**src/rtl/id_ex_stage_pkg.sv**
```systemverilog
// Shared decoder encodings and the ID/EX control word.
package cpu_pkg;

    // alu_op encodings
    localparam logic [2:0] ALU_ADD  = 3'b000;
    localparam logic [2:0] ALU_SUB  = 3'b001;
    localparam logic [2:0] ALU_LOG  = 3'b010;
    localparam logic [2:0] ALU_SHF  = 3'b011;
    localparam logic [2:0] ALU_CMP  = 3'b100;
    localparam logic [2:0] ALU_LUI  = 3'b101;

    // branch class encodings
    localparam logic [1:0] BR_NONE  = 2'b00;
    localparam logic [1:0] BR_COND  = 2'b01;
    localparam logic [1:0] BR_JAL   = 2'b10;
    localparam logic [1:0] BR_JALR  = 2'b11;

    // imm_type encodings
    localparam logic [2:0] IMM_I    = 3'd0;
    localparam logic [2:0] IMM_S    = 3'd1;
    localparam logic [2:0] IMM_B    = 3'd2;
    localparam logic [2:0] IMM_U    = 3'd3;
    localparam logic [2:0] IMM_J    = 3'd4;
    localparam logic [2:0] IMM_R    = 3'd5;

    typedef struct packed {
        logic [2:0] alu_op;
        logic       pc_to_reg_src;
        logic       alu_src;
        logic       rd_src;
        logic       mem_to_reg;
        logic       mem_write;
        logic       mem_read;
        logic       reg_write;
        logic [1:0] branch;
    } ctrl_t;

    localparam ctrl_t CTRL_NOP = '{
        alu_op: ALU_ADD, pc_to_reg_src: 1'b0, alu_src: 1'b0, rd_src: 1'b0,
        mem_to_reg: 1'b0, mem_write: 1'b0, mem_read: 1'b0, reg_write: 1'b0,
        branch: BR_NONE
    };

endpackage

```
**src/rtl/id_ex_stage_load_use_detect.sv**
```systemverilog
// Load-use hazard detect: a load in EX whose destination is read by the instruction in ID.
module load_use_detect
    import cpu_pkg::*;
(
    input  logic       ex_valid,
    input  logic       ex_mem_read,
    input  logic       ex_reg_write,
    input  logic [4:0] ex_rd,
    input  logic       id_valid,
    input  logic [4:0] id_rs1,
    input  logic [4:0] id_rs2,
    input  logic [2:0] id_imm_type,
    input  logic       id_alu_src,
    input  logic       id_mem_write,
    output logic       load_use
);

    logic use_rs1;
    logic use_rs2;

    // U/J formats carry no rs1; rs2 is only read for reg-reg ALU ops and stores
    assign use_rs1 = (id_imm_type != IMM_U) && (id_imm_type != IMM_J);
    assign use_rs2 = !id_alu_src || id_mem_write;

    // x0 never carries a real dependency
    assign load_use = ex_valid && ex_mem_read && ex_reg_write && (ex_rd != 5'd0) && id_valid &&
                      ((use_rs1 && (ex_rd == id_rs1)) || (use_rs2 && (ex_rd == id_rs2)));

endmodule

```
**src/rtl/id_ex_stage.sv**
```systemverilog
// ID/EX pipeline register with load-use bubble insertion, flush squash and global hold.
module id_ex_stage
    import cpu_pkg::*;
#(
    parameter int XLEN  = 32,
    parameter int CNT_W = 32
) (
    input  logic             clk,
    input  logic             rst,
    input  logic             stall_i,
    input  logic             flush_i,
    input  logic             id_valid_i,
    input  logic [2:0]       id_alu_op_i,
    input  logic             id_pc_to_reg_src_i,
    input  logic             id_alu_src_i,
    input  logic             id_rd_src_i,
    input  logic             id_mem_to_reg_i,
    input  logic             id_mem_write_i,
    input  logic             id_mem_read_i,
    input  logic             id_reg_write_i,
    input  logic [1:0]       id_branch_i,
    input  logic [2:0]       id_imm_type_i,
    input  logic [XLEN-1:0]  id_pc_i,
    input  logic [XLEN-1:0]  id_rs1_data_i,
    input  logic [XLEN-1:0]  id_rs2_data_i,
    input  logic [XLEN-1:0]  id_imm_i,
    input  logic [4:0]       id_rs1_i,
    input  logic [4:0]       id_rs2_i,
    input  logic [4:0]       id_rd_i,
    input  logic [2:0]       id_funct3_i,
    input  logic [6:0]       id_funct7_i,
    output logic             ex_valid_o,
    output logic [2:0]       ex_alu_op_o,
    output logic             ex_pc_to_reg_src_o,
    output logic             ex_alu_src_o,
    output logic             ex_rd_src_o,
    output logic             ex_mem_to_reg_o,
    output logic             ex_mem_write_o,
    output logic             ex_mem_read_o,
    output logic             ex_reg_write_o,
    output logic [1:0]       ex_branch_o,
    output logic [XLEN-1:0]  ex_pc_o,
    output logic [XLEN-1:0]  ex_rs1_data_o,
    output logic [XLEN-1:0]  ex_rs2_data_o,
    output logic [XLEN-1:0]  ex_imm_o,
    output logic [4:0]       ex_rs1_o,
    output logic [4:0]       ex_rs2_o,
    output logic [4:0]       ex_rd_o,
    output logic [2:0]       ex_funct3_o,
    output logic [6:0]       ex_funct7_o,
    output logic             load_use_stall_o,
    output logic [CNT_W-1:0] bubble_cnt_o
);

    ctrl_t ex_ctrl;
    ctrl_t id_ctrl;
    logic  load_use;

    assign id_ctrl = '{
        alu_op: id_alu_op_i, pc_to_reg_src: id_pc_to_reg_src_i, alu_src: id_alu_src_i,
        rd_src: id_rd_src_i, mem_to_reg: id_mem_to_reg_i, mem_write: id_mem_write_i,
        mem_read: id_mem_read_i, reg_write: id_reg_write_i, branch: id_branch_i
    };

    load_use_detect u_lud (
        .ex_valid     (ex_valid_o),
        .ex_mem_read  (ex_ctrl.mem_read),
        .ex_reg_write (ex_ctrl.reg_write),
        .ex_rd        (ex_rd_o),
        .id_valid     (id_valid_i),
        .id_rs1       (id_rs1_i),
        .id_rs2       (id_rs2_i),
        .id_imm_type  (id_imm_type_i),
        .id_alu_src   (id_alu_src_i),
        .id_mem_write (id_mem_write_i),
        .load_use     (load_use)
    );

    // A squashed or frozen ID must not hold fetch
    assign load_use_stall_o = load_use && !flush_i && !stall_i;

    // Priority chain: hold > flush bubble > load-use bubble > capture
    always_ff @(posedge clk or posedge rst) begin
        if (rst) begin
            ex_valid_o    <= 1'b0;
            ex_ctrl       <= CTRL_NOP;
            ex_pc_o       <= '0;
            ex_rs1_data_o <= '0;
            ex_rs2_data_o <= '0;
            ex_imm_o      <= '0;
            ex_rs1_o      <= '0;
            ex_rs2_o      <= '0;
            ex_rd_o       <= '0;
            ex_funct3_o   <= '0;
            ex_funct7_o   <= '0;
            bubble_cnt_o  <= '0;
        end else if (stall_i) begin
            // hold everything
        end else if (flush_i || load_use) begin
            ex_valid_o    <= 1'b0;
            ex_ctrl       <= CTRL_NOP;
            ex_pc_o       <= '0;
            ex_rs1_data_o <= '0;
            ex_rs2_data_o <= '0;
            ex_imm_o      <= '0;
            ex_rs1_o      <= '0;
            ex_rs2_o      <= '0;
            ex_rd_o       <= '0;
            ex_funct3_o   <= '0;
            ex_funct7_o   <= '0;
            bubble_cnt_o  <= bubble_cnt_o + 1'b1;
        end else begin
            ex_valid_o    <= id_valid_i;
            ex_ctrl       <= id_ctrl;
            ex_pc_o       <= id_pc_i;
            ex_rs1_data_o <= id_rs1_data_i;
            ex_rs2_data_o <= id_rs2_data_i;
            ex_imm_o      <= id_imm_i;
            ex_rs1_o      <= id_rs1_i;
            ex_rs2_o      <= id_rs2_i;
            ex_rd_o       <= id_rd_i;
            ex_funct3_o   <= id_funct3_i;
            ex_funct7_o   <= id_funct7_i;
        end
    end

    assign ex_alu_op_o        = ex_ctrl.alu_op;
    assign ex_pc_to_reg_src_o = ex_ctrl.pc_to_reg_src;
    assign ex_alu_src_o       = ex_ctrl.alu_src;
    assign ex_rd_src_o        = ex_ctrl.rd_src;
    assign ex_mem_to_reg_o    = ex_ctrl.mem_to_reg;
    assign ex_mem_write_o     = ex_ctrl.mem_write;
    assign ex_mem_read_o      = ex_ctrl.mem_read;
    assign ex_reg_write_o     = ex_ctrl.reg_write;
    assign ex_branch_o        = ex_ctrl.branch;

endmodule

```
**config.mk**
```make
export PLATFORM = sky130hd
export DESIGN_NAME = id_ex_stage
export DESIGN_NICKNAME = d
export VERILOG_FILES = /design/src/rtl/id_ex_stage_pkg.sv /design/src/rtl/id_ex_stage_load_use_detect.sv /design/src/rtl/id_ex_stage.sv
export SDC_FILE = /design/constraint.sdc
export NUM_CORES = 1
export LEC_CHECK = 0
export ABC_AREA = 0
export CAP_MARGIN = 20
export CORE_MARGIN = 5
export CORE_UTILIZATION = 37
export CTS_BUF_LIST = sky130_fd_sc_hd__clkbuf_2 sky130_fd_sc_hd__clkbuf_4 sky130_fd_sc_hd__clkbuf_8
export DETAILED_ROUTE_END_ITERATION = 10
export MAX_ROUTING_LAYER = met4
export PLACE_DENSITY = 0.87
export RECOVER_POWER = 50
export SLEW_MARGIN = 20
export SYNTH_ARGS = -nofsm -noshare
export SYNTH_HDL_FRONTEND = slang
export SYNTH_HIERARCHICAL = 1
export SYNTH_SLANG_ARGS = --single-unit
```
**constraint.sdc**
```tcl
create_clock -name clk -period 7.2 [get_ports clk]
set_input_delay 2.16 -clock clk [delete_from_list [all_inputs] [get_ports clk]]
set_output_delay 2.16 -clock clk [all_outputs]
set_load 0.01 [all_outputs]
```
==> impl_metrics.json, run 1 <==
{
  "status": "finished with violations",
  "failed_checks": "max-capacitance violations, max-slew violations",
  "multiInputGateArea_um2": 2280,
  "crit_path_end_kind": "primary output",
  "ir_drop_mv": 0.103,
  "clk_pin_slew_ns": 0.10,
  "skew_ns": 0.0177,
  "via_count": 5966,
  "finalCritPeriodShare_pct": 91.9,
  "tns_ns": 0,
  "yosysWarnings": 6,
  "core_um2": 20000,
  "clkSinkCount": 198,
  "drive_above_1_share_pct": 5.39,
  "synthXorXnorAreaFrac_pct": 4.81,
  "root_buffer": "clkbuf_8",
  "routed_via_density": 5.13,
  "routed_wl_um": 23100,
  "hp-class": "flip-flop to flip-flop",
  "fmax_ghz": 0.151,
  "insertion_delay_ns": 0.45,
  "met2_length_um": 11400,
  "synth_top_family_by_area": "compound AO/OA/AOI/OAI gates",
  "routedWlPerCell_um": 19.9,
  "synth_cells": 523,
  "p_per_area_nw_per_um2": 207,
  "hold_viol": 0,
  "yosys.area_share.adder_pct": 0.168,
  "hold_buffers": 0,
  "clk_path_buf_depth": 2,
  "post-route-util_pct": 58.6,
  "die-area_um2": 23100,
  "drtIter0Drc": 314,
  "wl_met1_um": 9330,
  "yosys-mux-area-fraction_pct": 0,
  "seq_area_frac_synth_pct": 66.4,
  "start_util_pct": 37.2,
  "die_h_um": 152,
  "tritoncts": "done",
  "cp-start-kind": "primary input",
  "synthesis.nets": 697,
  "grtUsageTotal_pct": 20.4,
  "highest_layer": "met4",
  "antenna_found_initial": 1,
  "postCtsResizedCells": 0,
  "syn_avg_cell_area_um2": 14.3,
  "fin_crit_ns": 6.62,
  "slew_headroom_pct": -140,
  "ys_ff_latch": 198,
  "fin_ws_ns": 0.584,
  "grt_pass1_vias": 6527,
  "synth_compound_area_share_pct": 20.0,
  "synth_cell_type_count": 30,
  "cp.arrival_ns": 4.46,
  "seqCellArea_um2": 4950,
  "io_pins": 372,
  "fp.dieW_um": 152,
  "place_congestion": 0.803,
  "yosysTopAreaCellShare_pct": 66.4,
  "worst_pin_slew_ns": 3.59,
  "place_ws_ns": 0.510,
  "num-nets-final": 1053,
  "setup_violations": 0,
  "drc_errors": 0,
  "cts_buffers": 17,
  "synthToLayoutAreaGrowth_pct": 57.4,
  "final_max_slew_viol_count": 65,
  "hpwlAfterDp_um": 16700,
  "synth-simple-area-share_pct": 5.55,
  "syn_area_um2": 7460,
  "required_ns": 5.04,
  "cts_setup_buffers": 0,
  "drv_cap": 1,
  "row_count": 52,
  "path_class": "primary input to primary output",
  "grt_pass1_wl_um": 36800,
  "synth_top_area_cell": "dfrtp_1",
  "synth_area_leaders": "dfrtp_1 66%, a22o_1 19%, xnor2_1 3.6%",
  "port_buffers": 371,
  "power.leakage_nw": 5.29,
  "rsz0062_at_grt": "no",
  "crit_path_max_fanout": 2,
  "overflow": 0,
  "drtAntennaViolNets": 0,
  "fillers": 1556,
  "dr_wl_met3_um": 1780,
  "first_pass_iters": 6,
  "grt_max_degree": 199,
  "htree_num_levels": 4
}
==> stage by stage <==
step	power, mW	std cells	hold WS, ns	area [um2]
5_1_grt	2.55	1162	0.522	11700
4_1_cts	2.48	1160	0.488	11700
2_1_floorplan	1.46	523	0.508	7460
6_report	2.43	1162	0.487	11700
3_5_place_dp	1.80	1129	0.474	11400
3_3_place_gp	1.79	1129	0.473	11400
==> path summary, 6_finish.rpt <==
path,from,endpoint,slack [ns],depth (start not counted)
setup / recovery,id_imm_type_i[2],load_use_stall_o,0.58,7
hold / removal,bubble_cnt_o[31]$_DFFE_PP0P_,bubble_cnt_o[31]$_DFFE_PP0P_,0.49,1
setup reg to reg,ex_rd_o[0]$_DFFE_PP0N_,bubble_cnt_o[29]$_DFFE_PP0P_,4.23,9
hold reg to reg,bubble_cnt_o[31]$_DFFE_PP0P_,bubble_cnt_o[31]$_DFFE_PP0P_,0.49,1
max in group asynchronous,rst,ex_rs1_data_o[31]$_DFFE_PP0N_,1.59,3
min in group asynchronous,rst,ex_rs1_data_o[3]$_DFFE_PP0N_,3.58,3
==> worst max-delay path, stage by stage <==
cell	delay [ns]
clkdlybuf4s50_1	0.48
and3b_1	0.18
a21oi_1	0.20
nand4_1	0.16
a221oi_2	0.44
nor3b_1	0.24
clkdlybuf4s50_1	0.60
==> cells in the mapped netlist (all sizes together) <==
cell type,n
xor2,10
nand2,9
a21oi,1
and3b,1
nor4,5
a221oi,1
nor2,8
inv,3
a22o,166
and2,2
o21bai,1
and3,3
ha,1
nand2b,1
clkbuf,20
buf,22
nor3b,1
xnor2,31
nor3,5
nand3,16
nand4,15
or2,1
and4,2
dfrtp,198
==> per-layer routing <==
| layer | up-vias | GRT usage, % |
|---|---|---|
| met5 | - | - |
| met2 | 288 | 33.1 |
| met1 | 2949 | 24.0 |
| met4 | 0 | 7.41 |
| li1 | 2691 | - |
| met3 | 38 | 6.51 |
==> where the power goes <==
| group | total, mW | internal, mW | switching, mW |
|---|---|---|---|
| Combinational | 0.484 | 0.288 | 0.196 |
| Clock | 0.674 | 0.258 | 0.416 |
| Sequential | 1.27 | 1.20 | 0.0684 |
==> placed cells by master, fill, tap and decap left out, types with 3 or more instances in the layout <==
cell and count:
xnor2_1 31, nor3_1 4, dlygate4sd3_1 100, nand2_1 9
nor2_1 8, and3_1 3, nand4_1 14, nand3_1 16
clkinvlp_4 4, buf_4 7, clkbuf_8 18, a22o_1 166
xor2_1 10, dfrtp_1 198, clkinv_4 4, clkdlybuf4s50_1 270
inv_8 4
==> kinds of logic (layout without fill, tap and decap cells) <==
group	Yosys count	after routing
AOI/OAI and AO/OA	169	169
other	0	1
and+or+nand+nor	69	69
DFF	198	198
adders and majority gates	1	1
buffers and inverters	45	413
xor gates and xnor gates	41	41
==> area by class of cell <==
type | instances | area share [%]
multi-input cells | 280 | 19.4
repair buffers | 379 | 32.2
inverters | 3 | 0.128
well taps | 270 | 2.88
clock inverters | 13 | 0.991
clock buffers | 18 | 2.11
diodes | 1 | 0.0213
flip-flops and latches | 198 | 42.2
==> flip-flops by register name (all words and copies together), names as in the netlist, 3 cells and up <==
register / cells
ex_imm_o: 32
ex_alu_op_o: 3
ex_rd_o: 5
ex_funct7_o: 7
ex_rs2_data_o: 32
ex_rs1_data_o: 32
bubble_cnt_o: 32
ex_funct3_o: 3
ex_rs1_o: 5
ex_rs2_o: 5
ex_pc_o: 32
No activity file was read; power rests on OpenSTA's default activity.
==> run 2: changes to the inputs <==
--- a/config.mk
+++ b/config.mk
@@ -13,7 +13,7 @@
 export DETAILED_ROUTE_END_ITERATION = 10
 export MAX_ROUTING_LAYER = met4
 export PLACE_DENSITY = 0.87
-export RECOVER_POWER = 50
+export RECOVER_POWER = 25
 export SLEW_MARGIN = 20
 export SYNTH_ARGS = -nofsm -noshare
 export SYNTH_HDL_FRONTEND = slang
==> impl_metrics.json, run 2 (synthesis results as in run 1) <==
{
  "insertion_delay_ns": 0.46,
  "routed_wl_um": 23200,
  "clk_pin_slew_ns": 0.10,
  "p_per_area_nw_per_um2": 208,
  "tritoncts": "done",
  "drv_cap": 1,
  "grt_pass1_wl_um": 36800,
  "power_mw": 2.44,
  "crit_path_end_kind": "primary output",
  "ir_drop_mv": 0.103,
  "synthToLayoutAreaGrowth_pct": 57.4,
  "htree_num_levels": 4,
  "skew_ns": 0.0178,
  "place_congestion": 0.803,
  "root_buffer": "clkbuf_8",
  "status": "finished with violations",
  "via_count": 5956,
  "required_ns": 5.04,
  "setup_violations": 0,
  "port_buffers": 371,
  "grt_pass1_vias": 6527,
  "fin_crit_ns": 6.62,
  "row_count": 52,
  "failed_checks": "max-capacitance violations, max-slew violations",
  "hp-class": "flip-flop to flip-flop",
  "routed_via_density": 5.13,
  "finalCritPeriodShare_pct": 92.0,
  "cp.arrival_ns": 4.46,
  "rsz0062_at_grt": "no",
  "power.leakage_nw": 5.08,
  "die-area_um2": 23100,
  "slew_headroom_pct": -141,
  "drtIter0Drc": 314,
  "crit_path_max_fanout": 2,
  "worst_pin_slew_ns": 3.61,
  "layout.cells.most_common": "clkdlybuf4s50_1",
  "hold_buffers": 0,
  "routedWlPerCell_um": 20.0,
  "cts_setup_buffers": 0,
  "slowest_stage": "clkdlybuf4s50_1",
  "path_cells": "clkdlybuf4s50_1, and3b_1, a21oi_1, nand4_1, a221oi_2, nor3b_1, clkdlybuf4s50_1",
  "worst_path_most_repeated_cell": "clkdlybuf4s50_1",
  "final_cell_mix": "369 x clkdlybuf4s50_1, 198 x dfrtp_1, 166 x a22o_1",
  "clkSinkCount": 198,
  "path_class": "primary input to primary output",
  "tns_ns": 0,
  "drive_above_1_share_pct": 5.39,
  "path_buf_inv": 2,
  "hpwlAfterDp_um": 16700,
  "io_pins": 372,
  "cts_buffers": 17,
  "cp-start-kind": "primary input",
  "num-nets-final": 1053,
  "grt_max_degree": 199,
  "fmax_ghz": 0.151,
  "crit_family": "buffers and inverters",
  "start_util_pct": 37.2,
  "critPathMaxStageDelay_ns": 0.60,
  "core_um2": 20000,
  "drtAntennaViolNets": 0,
  "grtUsageTotal_pct": 20.4,
  "final_max_slew_viol_count": 65,
  "fp.dieW_um": 152,
  "clk_path_buf_depth": 2,
  "first_pass_iters": 6,
  "die_h_um": 152,
  "overflow": 0,
  "postCtsResizedCells": 0,
  "drc_errors": 0,
  "antenna_found_initial": 1,
  "hold_viol": 0
}
[run 2: cell types whose count changed in the layout (fill, tap and decap cells not counted), sizes merged]
cell           change
dlygate4sd3       -99
clkdlybuf4s50     +99
[run 2: layer usage]
layer  GRT usage [%]  wire length [um]
met1            24.0              9460
met2            33.1             11400
met3            6.51              1730
met4            7.41               644
met5               -                 0
[run 2: cell type report]
| class | count | area (um2) |
|---|---|---|
| multi-input combinational | 280 | 2280 |
| fill | 1556 | 8290 |
| antenna | 1 | 2.50 |
| clock inverter | 13 | 116 |
| sequential | 198 | 4950 |
| timing repair buffer | 379 | 3790 |
| inverter | 3 | 15.0 |
| clock buffer | 18 | 248 |
| tap | 270 | 338 |
[run 2: final timing paths]
kind | start | endpoint | slack [ns] | depth (start not counted)
max reg2reg | ex_rd_o[0]$_DFFE_PP0N_ | bubble_cnt_o[29]$_DFFE_PP0P_ | 4.23 | 9
min | bubble_cnt_o[31]$_DFFE_PP0P_ | bubble_cnt_o[31]$_DFFE_PP0P_ | 0.49 | 1
max | id_imm_type_i[2] | load_use_stall_o | 0.58 | 7
min in group asynchronous | rst | ex_rs1_data_o[3]$_DFFE_PP0N_ | 3.61 | 3
max in group asynchronous | rst | ex_rs1_data_o[31]$_DFFE_PP0N_ | 1.58 | 3
min reg2reg | bubble_cnt_o[31]$_DFFE_PP0P_ | bubble_cnt_o[31]$_DFFE_PP0P_ | 0.49 | 1
[run 2: where the power goes]
group | internal (mW) | switching, mW
logic | 0.304 | 0.196
registers | 1.20 | 0.0706
clock network | 0.258 | 0.416
[run 2: stage by stage]
| stage | instance area (um2) | hold slack [ns] | std cells | setup slack (ns) | utilization (%) |
|---|---|---|---|---|---|
| after global placement | 11400 | 0.473 | 1129 | 0.497 | 56.7 |
| after floorplan | 7460 | 0.508 | 523 | 1.61 | - |
| after CTS | 11700 | 0.488 | 1160 | 0.494 | 58.5 |
| final | 11700 | 0.487 | 1162 | 0.578 | 58.6 |
| after detailed placement | 11400 | 0.474 | 1129 | 0.510 | 56.7 |
| after global routing | 11700 | 0.522 | 1162 | 0.409 | 58.6 |
==> run 3: changes to the inputs <==
--- a/config.mk
+++ b/config.mk
@@ -7,12 +7,13 @@
 export LEC_CHECK = 0
 export ABC_AREA = 0
 export CAP_MARGIN = 20
-export CORE_MARGIN = 5
-export CORE_UTILIZATION = 37
+export CORE_AREA = 5 5 143 145
 export CTS_BUF_LIST = sky130_fd_sc_hd__clkbuf_2 sky130_fd_sc_hd__clkbuf_4 sky130_fd_sc_hd__clkbuf_8
 export DETAILED_ROUTE_END_ITERATION = 10
+export DIE_AREA = 0 0 148 150
+export DONT_BUFFER_PORTS = 1
 export MAX_ROUTING_LAYER = met4
-export PLACE_DENSITY = 0.87
+export PLACE_DENSITY = 0.65
 export RECOVER_POWER = 25
 export SLEW_MARGIN = 20
 export SYNTH_ARGS = -nofsm -noshare
==> impl_metrics.json, run 3 (synthesis results as in run 1) <==
{
  "status": "finished with violations",
  "failed_checks": "max-capacitance violations, max-slew violations",
  "grtUsageTotal_pct": 17.3,
  "routed_wl_um": 19300,
  "final_max_slew_viol_count": 178,
  "synthToLayoutAreaGrowth_pct": 6.73,
  "grt_pass1_vias": 4508,
  "setup_violations": 0,
  "hold_viol": 0,
  "place_congestion": 0.853,
  "layout.cells.most_common": "dfrtp_1",
  "antenna_found_initial": 0,
  "rsz0062_at_grt": "no",
  "drtAntennaViolNets": 0,
  "start_util_pct": 39.1,
  "insertion_delay_ns": 0.45,
  "grt_pass1_wl_um": 28700,
  "routed_via_density": 5.94,
  "postCtsResizedCells": 0,
  "fin_crit_ns": 5.95,
  "hpwlAfterDp_um": 14200,
  "io_pins": 372,
  "slew_headroom_pct": -116,
  "drc_errors": 0,
  "ir_drop_mv": 0.0939,
  "dp_cells": 724,
  "crit_path_end_kind": "primary output",
  "crit_path_max_fanout": 4,
  "via_count": 4484,
  "clkSinkCount": 198,
  "drive_above_1_share_pct": 8.51,
  "path_buf_inv": 0,
  "drtIter0Drc": 264,
  "worst_pin_slew_ns": 3.25,
  "cp-start-kind": "primary input",
  "htree_num_levels": 4,
  "grt_max_degree": 171,
  "final_cell_mix": "198 x dfrtp_1, 166 x a22o_1, 31 x xnor2_1",
  "path_cells": "xor2_1, nor4_2, nand3_1, a221oi_2, nor3b_1",
  "slowest_stage": "nor3b_1",
  "crit_family": "simple AND/OR/NAND/NOR gates",
  "row_count": 51,
  "clk_pin_slew_ns": 0.11,
  "first_pass_iters": 4,
  "fp.dieW_um": 148,
  "finalCritPeriodShare_pct": 82.7,
  "die-area_um2": 22200,
  "root_buffer": "clkbuf_8",
  "layout.cells.non_filler": 755,
  "drv_cap": 2,
  "critPathMaxStageDelay_ns": 0.53,
  "tns_ns": 0,
  "overflow": 0,
  "fmax_ghz": 0.168,
  "routedWlPerCell_um": 25.6,
  "p_per_area_nw_per_um2": 272,
  "clk_path_buf_depth": 2,
  "power.leakage_nw": 3.68,
  "cts_setup_buffers": 0,
  "cts_buffers": 17,
  "num-nets-final": 679,
  "die_h_um": 150,
  "required_ns": 5.04,
  "hp-class": "flip-flop to flip-flop",
  "hold_buffers": 0,
  "cp.arrival_ns": 3.79,
  "tritoncts": "done",
  "antennaDiodeCount": 0,
  "core_um2": 19100,
  "path_class": "primary input to primary output",
  "port_buffers": 0,
  "skew_ns": 0.0146
}
run 3: worst register-to-register path, cell delays in order, from the launching register on:
cell and delay (ns):
dfrtp_1 0.53, xor2_1 0.23, nor4_2 0.32, nand3_1 0.13
a221oi_2 0.50, nor3_2 0.10, buf_4 0.29, buf_4 0.43
a22o_1 0.49
run 3: area by class of cell:
cell class | count | area, um2
Timing Repair Buffer | 5 | 31.3
Sequential cell | 198 | 4950
Inverter | 3 | 12.5
Multi-Input combinational cell | 280 | 2280
Fill cell | 1711 | 11100
Clock buffer | 18 | 241
Tap cell | 238 | 298
Clock inverter | 13 | 140
run 3: metrics by stage:
step | utilization, % | instance area [um2] | setup slack (ns) | power (mW) | hold WS, ns
after floorplan | - | 7460 | 1.61 | 1.46 | 0.508
final | 41.7 | 7960 | 1.25 | 2.16 | 0.548
after global placement | 39.8 | 7600 | 1.29 | 1.51 | 0.532
after global routing | 41.7 | 7960 | 0.895 | 2.27 | 0.563
after CTS | 41.8 | 7980 | 1.26 | 2.20 | 0.552
after detailed placement | 39.8 | 7600 | 1.26 | 1.52 | 0.532
run 3: metal layers:
metal / global-route usage, % / part of all wire [%] / wire, um / vias up
li1: - / - / - / 1930
met1: 19.7 / 36 / 6970 / 2274
met2: 27.1 / 50 / 9650 / 256
met3: 7.87 / 12 / 2290 / 24
met4: 6.05 / 2.2 / 423 / 0
met5: - / 0 / 0 / -
run 3: final timing paths:
check,from,end,cells after the start,slack (ns)
worst max-delay path,id_rs2_i[1],load_use_stall_o,5,1.25
worst min-delay path,bubble_cnt_o[31]$_DFFE_PP0P_,bubble_cnt_o[31]$_DFFE_PP0P_,1,0.55
worst max register to register,ex_rd_o[3]$_DFFE_PP0N_,ex_rs2_data_o[18]$_DFFE_PP0N_,8,4.08
worst min register to register,bubble_cnt_o[31]$_DFFE_PP0P_,bubble_cnt_o[31]$_DFFE_PP0P_,1,0.55
max in group asynchronous,rst,ex_pc_to_reg_src_o$_DFFE_PP0N_,2,1.92
min in group asynchronous,rst,ex_rs1_data_o[4]$_DFFE_PP0N_,1,1.75
run 3: power breakdown:
group | switching (mW) | internal [mW]
combinational | 0.0716 | 0.0772
sequential | 0.143 | 1.20
clock | 0.412 | 0.261
